==> src/rtl/hpu_pkg.sv <==
// Shared types and default sizes for the HPU palette stage.
package hpu_pkg;

  localparam int INDEX_W     = 5;
  localparam int COLOR_W     = 4;
  localparam int PAL_ENTRIES = 2 ** INDEX_W;

  typedef logic [INDEX_W-1:0] pal_idx_t;

  typedef struct packed {
    logic [COLOR_W-1:0] r;
    logic [COLOR_W-1:0] g;
    logic [COLOR_W-1:0] b;
  } rgb_t;

  typedef struct packed {
    logic active;
    logic hsync;
    logic vsync;
  } sync_t;

endpackage

==> src/rtl/hpu_palette_ram.sv <==
// Register-array palette: one write port, one registered read port that
// returns the pre-write contents when reading and writing the same entry.
module hpu_palette_ram
  import hpu_pkg::*;
#(
  parameter int IDX_W  = hpu_pkg::INDEX_W,
  parameter int DATA_W = 3 * hpu_pkg::COLOR_W
) (
  input  logic              clk,
  input  logic              reset,
  input  logic              wr_en,
  input  logic [IDX_W-1:0]  wr_addr,
  input  logic [DATA_W-1:0] wr_data,
  input  logic [IDX_W-1:0]  rd_addr,
  input  logic              rd_blank,
  output logic [DATA_W-1:0] rd_data
);

  localparam int DEPTH = 2 ** IDX_W;

  logic [DATA_W-1:0] mem_q [DEPTH];
  logic [DATA_W-1:0] mem_d [DEPTH];
  logic [DATA_W-1:0] rd_q, rd_d;

  // Reads use mem_q, so a same-cycle write to the read entry is not yet visible.
  always_comb begin
    mem_d = mem_q;
    if (wr_en) mem_d[wr_addr] = wr_data;
    rd_d = rd_blank ? '0 : mem_q[rd_addr];
  end

  // NOTE: every entry is cleared on reset, so this array must stay in flops;
  // sequential state is only ever updated with non-blocking assignments.
  always_ff @(posedge clk) begin
    if (reset) begin
      for (int i = 0; i < DEPTH; i++) mem_q[i] <= '0;
      rd_q <= '0;
    end else begin
      mem_q <= mem_d;
      rd_q  <= rd_d;
    end
  end

  assign rd_data = rd_q;

endmodule

==> src/rtl/hpu_palette.sv <==
// Palette lookup stage: pixel index -> 12-bit RGB with 2-cycle latency,
// timing flags delayed to match, palette loaded over a byte-wide CPU port.
module hpu_palette
  import hpu_pkg::*;
#(
  parameter int INDEX_W = hpu_pkg::INDEX_W,
  parameter int COLOR_W = hpu_pkg::COLOR_W
) (
  input  logic               clk,
  input  logic               reset,
  input  logic [INDEX_W-1:0] pixel_index,
  input  logic               active_in,
  input  logic               hsync_in,
  input  logic               vsync_in,
  input  logic               cpu_wr_en,
  input  logic [INDEX_W:0]   cpu_wr_addr,
  input  logic [7:0]         cpu_wr_data,
  output logic [COLOR_W-1:0] red,
  output logic [COLOR_W-1:0] green,
  output logic [COLOR_W-1:0] blue,
  output logic               active_out,
  output logic               hsync_out,
  output logic               vsync_out
);

  localparam int RGB_W = 3 * COLOR_W;

  logic [INDEX_W-1:0] idx_q, idx_d;
  sync_t              s1_q, s1_d;
  sync_t              s2_q, s2_d;
  logic [7:0]         staging_q, staging_d;

  logic               wr_hi;
  logic [INDEX_W-1:0] wr_entry;
  logic [RGB_W-1:0]   rgb;
  logic               unused_wr_bits;

  assign wr_hi          = cpu_wr_addr[0];
  assign wr_entry       = cpu_wr_addr[INDEX_W:1];
  assign unused_wr_bits = ^cpu_wr_data[7:COLOR_W];

  always_comb begin
    idx_d     = pixel_index;
    s1_d      = '{active: active_in, hsync: hsync_in, vsync: vsync_in};
    s2_d      = s1_q;
    staging_d = staging_q;
    if (cpu_wr_en && !wr_hi) staging_d = cpu_wr_data;
  end

  always_ff @(posedge clk) begin
    if (reset) begin
      idx_q     <= '0;
      s1_q      <= '0;
      s2_q      <= '0;
      staging_q <= '0;
    end else begin
      idx_q     <= idx_d;
      s1_q      <= s1_d;
      s2_q      <= s2_d;
      staging_q <= staging_d;
    end
  end

  // The high-byte write commits the whole entry; staging is kept for reuse.
  hpu_palette_ram #(
    .IDX_W  (INDEX_W),
    .DATA_W (RGB_W)
  ) u_ram (
    .clk      (clk),
    .reset    (reset),
    .wr_en    (cpu_wr_en && wr_hi),
    .wr_addr  (wr_entry),
    .wr_data  ({cpu_wr_data[COLOR_W-1:0], staging_q}),
    .rd_addr  (idx_q),
    .rd_blank (!s1_q.active),
    .rd_data  (rgb)
  );

  assign {red, green, blue} = rgb;
  assign active_out         = s2_q.active;
  assign hsync_out          = s2_q.hsync;
  assign vsync_out          = s2_q.vsync;

endmodule

==> config.mk <==
export PLATFORM = sky130hd
export DESIGN_NAME = hpu_palette
export DESIGN_NICKNAME = d
export VERILOG_FILES = /design/src/rtl/hpu_pkg.sv /design/src/rtl/hpu_palette_ram.sv /design/src/rtl/hpu_palette.sv
export SDC_FILE = /design/constraint.sdc
export NUM_CORES = 1
export LEC_CHECK = 0
export BUFFER_PORTS_ARGS = -buffer_cell sky130_fd_sc_hd__buf_2
export CORE_AREA = 2 2 194 196
export DETAILED_ROUTE_END_ITERATION = 10
export DIE_AREA = 0 0 196 198
export PLACE_DENSITY = 0.65
export SYNTH_ARGS = -nofsm -noshare
export SYNTH_HDL_FRONTEND = slang
export SYNTH_SLANG_ARGS = --single-unit
==> constraint.sdc <==
create_clock -name clk -period 3.5 [get_ports clk]
set_input_delay 0 -clock clk [delete_from_list [all_inputs] [get_ports clk]]
set_output_delay 0 -clock clk [all_outputs]
set_load 0.02 [all_outputs]
Word level (Yosys, flattened, before mapping)
Index checks and enable logic that the tools add are counted.

$lt $le $gt $ge: 3. Bitwise gates (word level): 3. Muxes and demuxes: 6. Reduce and logical (&&, ||, !) cells: 5.

Operators with widths (count): 384-bit bitwise mux (1); 12-bit binary-select mux with 5-bit select (1); 12-bit demux with 5-bit select (1); 12-bit 2-to-1 mux (3); 6-bit greater-or-equal comparator (second input constant) (2); 5-bit NOT with 6-bit output (2); 6-bit by 1-bit less-than comparator with 1-bit output (second input constant) (1); 1-bit logical AND (3); 2-bit OR reduction (1); 1-bit logical NOT (1); 1-bit NOT (1).

Register bits after elaboration: 415. Bits of input ports: 25. Output and inout bits: 15. Logic and storage cells: 58.

Depth between registers and ports, before layout
Word-level depth: 6. Mapped depth: 8. Depth with buffers taken out: 4.

Hierarchy
Synthesis repeated with hierarchy kept, for this count alone.

Cells, all modules: 2092. Area total of the unflattened synthesis: 18270.0 um2.

Modules (own cells, without submodules): hpu_palette_ram (cells each 2033, area each 17598.1 um2, sequential area each 7927.6 um2, instances 1); hpu_palette (cells each 59, area each 671.9 um2, sequential area each 380.4 um2, instances 1).

Worst setup path before layout
OpenSTA, ideal clock, no wires.

Path kind: flip-flop to flip-flop. Start point: register idx_q[1]. End point: register u_ram.rd_q[0], in the netlist u_ram.rd_data[0]. Required time: 3.366 ns. Data arrival time: 1.490 ns. Setup slack: 1.876 ns. Stages on the path, launching flop included: 7. Setup time: 0.134 ns. Cells stage by stage: dfxtp_1 buf_6 buf_12 buf_6 mux4_1 a22oi_1 a31oi_1.

Cells in the longest elaborated chain, start to end: 4.

RTL lines: from (decl) (RTL line hpu_palette.sv:28) `logic [INDEX_W-1:0] idx_q, idx_d;`; from (signal assigned) (RTL line hpu_palette.sv:57) `idx_q <= idx_d;`; 5-bit NOT with 6-bit output (implied by the code) (RTL line hpu_palette_ram.sv:29) `rd_d = rd_blank ? '0 : mem_q[rd_addr];`; 12-bit binary-select mux with 5-bit select (RTL line hpu_palette_ram.sv:29); 12-bit 2-to-1 mux (implied by the code) (2 in series) (RTL line hpu_palette_ram.sv:29); to (signal assigned) (RTL line hpu_palette_ram.sv:40) `rd_q <= rd_d;`; to (decl) (RTL line hpu_palette_ram.sv:23) `logic [DATA_W-1:0] rd_q, rd_d;`.

Every way passes these cells. The select of a mux whose other input is x is not followed. A chain may end at the register's enable or synchronous reset.

Worst setup path in the final report
Start point: register idx_q[3]. End point: register u_ram.rd_q[6], in the netlist u_ram.rd_data[6].

Same word-level chain as after synthesis.

==> flow_summary_export.csv <==
group,metric,value,unit
worst_setup_path,cp_max_fo,18,
worst_setup_path,critPathLaunchType,"flop",
timing,min_period,2450,ps
die,fp.coreArea,37000,µm²
global_routing,first_global_vias,14921,
placement,globalplace.congestion,0.905,
logic_synthesis,syn_inst,2097,
logic_synthesis,synth_nets,2122,
clocking,h-tree-depth,2,
timing,drv_slew,0,
timing,tns,0,ps
logic_synthesis,synthSimpleGateAreaFrac,16.7,%
timing,fin_hold_ws,40.2,ps
clocking,cts.sinks,415,
cells_and_area,filler_cell_count,3355,
logic_synthesis,synth_edf_count,0,
clocking,clk_pin_slew_worst_paths,60,ps
global_routing,grt-ovfl-total,0,
die,die_w,196,µm
cells_and_area,fin_cells,2522,
cells_and_area,nNetsFinal,2038,
worst_setup_path,crit_start,"idx_q[3]",
run_status,status,"finished, final reports clean",
die,initial_core_util,48.9,%
logic_synthesis,synth_xor_area_share,0,%
timing,hold_viol_final,0,
cells_and_area,multi_input_area,8600,µm²
cells_and_area,seq_area,8320,µm²
timing,finClkSkew,18.9,ps
logic_synthesis,synth_top_family_by_area,"compound AO/OA/AOI/OAI gates",
clocking,cts_resized,0,
route,drtIter0Drc,1780,
clocking,clockBufferDepth,3,
clocking,cts-root-buf,"clkbuf_16",
route,first_pass_iters,6,
route,drt-vias-per-instance,6.22,
logic_synthesis,ys_types,44,
clocking,clk_latency,570,ps
route,drc,0,
logic_synthesis,synthMuxAreaShare,13.8,%
clocking,postCtsSetupBuffers,0,
logic_synthesis,synthFlopType,"dfxtp_1",
worst_setup_path,reg2reg_slack,1050,ps
logic_synthesis,async_flop_share,0,%
placement,place_area,18200,µm²
cells_and_area,final_common_cell,"nand2_1",
logic_synthesis,ys_ff_latch,415,
cells_and_area,fin_area,19800,µm²
logic_synthesis,avgSynthCellArea,8.62,µm²
worst_setup_path,critPathRequiredTime,3910,ps
die,die-area,38800,µm²
placement,port_buffers,39,
logic_synthesis,netlist_area,18100,µm²
die,num_rows,71,
logic_synthesis,synth_adder_area_share,0,%
global_routing,grt_max_degree,109,
worst_setup_path,r2r_start,"idx_q[3]",
power,leakage,6.35,nW
cells_and_area,final_cell_mix,"nand2_1, dfxtp_1, a21oi_1, nand3_1, o21ai_0",
worst_setup_path,arrival,2870,ps
power,vdd_drop_max,0.364,mV
route,wl_per_cell,22.8,µm
timing,setup_viol,0,
timing,rsz0062_at_grt,"no",
min_path,min_from,"cpu_wr_addr[3]",
timing,finalCritPeriodShare,70.1,%
timing,fmax,407,MHz
placement,placed_cells,2426,
route,finalWirelength,57.5,mm
min_path,hp-class,"primary input to flop",
flow_run,max_cap_violations,0,
clocking,tritoncts,"built",
clocking,numCtsBuffers,44,
clocking,cts_hold_buffers,15,
cells_and_area,area_growth,9.64,%
placement,hpwlAfterDp,35.0,mm
die,die_h,198,µm
timing,slew_headroom,21.5,%
logic_synthesis,synth_compound_area_share,17.0,%
worst_setup_path,worstSetupEndpointType,"flop",
worst_setup_path,crit_type,"flop to flop",
global_routing,grt_pass1_wl,87.9,mm
logic_synthesis,ys_warn_count,0,
die,ios,40,
cells_and_area,drive_gt1_share,12.3,%
cells_and_area,diodes,0,
route,antenna_left,0,
timing,worst-slew-pin-transition,1170,ps
global_routing,antenna_found_initial,0,
route,vias,15695,
power,powerDensity,509,nW/µm²
global_routing,grt.total_usage,29.5,%
logic_synthesis,seq_area_frac_synth,46.0,%
[through the flow]
stage / util [%] / setup slack (ps) / total power, mW
global placement: 49.2 / 1140 / 5.41
finish: 53.6 / 1050 / 10.1
CTS: 53.6 / 1130 / 10.1
floorplan: - / 1880 / 5.25
global route: 53.6 / 1010 / 10.3
detailed placement: 49.2 / 1130 / 5.42
[cell families (layout without fill, tap and decap cells)]
kind of cell	after synthesis	after routing
AND/OR/NAND/NOR	718	718
AO/OA/AOI/OAI	584	584
flip-flops	415	415
buffers and inverters	240	191
multiplexers	140	140
[flip-flops by register name, indices dropped and copies added (netlist names)]
signal         count
vsync_out          1
u_ram.rd_data     12
s1_q               3
idx_q              5
staging_q          8
hsync_out          1
u_ram.mem_q      384
active_out         1
[worst paths after layout]
| path | end | cells past startpoint |
|---|---|---|
| worst max-delay path | u_ram.rd_data[6] | 3 |
| worst min-delay path | u_ram.mem_q[300] | 4 |
| worst max register to register | u_ram.rd_data[6] | 3 |
| worst min register to register | hsync_out | 1 |
[cells in the mapped netlist, types with 12 or more instances]
cell type	n	share of area [%]
nor2_1	31	0.64
mux2i_1	56	3.1
clkbuf_1	147	3.1
nand2_1	508	11
buf_6	13	0.81
a22oi_1	12	0.50
nor2b_1	13	0.45
mux4_2	75	9.3
a21oi_1	384	11
buf_2	60	1.7
dfxtp_1	415	46
o21ai_0	141	3.9
a221o_1	12	0.66
a31oi_1	12	0.42
nand3_1	145	4.0
[worst max-delay path, stage by stage (launching register included)]
cell	delay [ps]
dfxtp_1	850
nor2b_1	940
a221o_1	440
a31oi_1	60
[layout make-up]
| type | instances | share of cell area (%) |
|---|---|---|
| clock buffers | 66 | 6.64 |
| well taps | 474 | 2.99 |
| flip-flops and latches | 415 | 42.0 |
| clock inverters | 15 | 0.802 |
| multi-input cells | 1442 | 43.4 |
| repair buffers | 108 | 4.15 |
| inverters | 2 | 0.0379 |
[power by group]
| part | internal [mW] | total (mW) | switching [mW] |
|---|---|---|---|
| registers | 4.75 | 4.80 | 0.0568 |
| clock network | 2.76 | 4.74 | 1.98 |
| logic | 0.151 | 0.538 | 0.387 |
| total | 7.65 | 10.1 | 2.43 |
[metal layers]
metal	share of wire, %	track usage, %	vias to the layer above	wire length (µm)
li1	-	-	7121	-
met5	0	0	-	0
met3	8.9	4.87	140	5140
met4	4.0	13.0	0	2300
met1	41	39.5	7630	23400
met2	46	47.2	804	26700
Note: power is estimated with default switching activity, not from simulation.
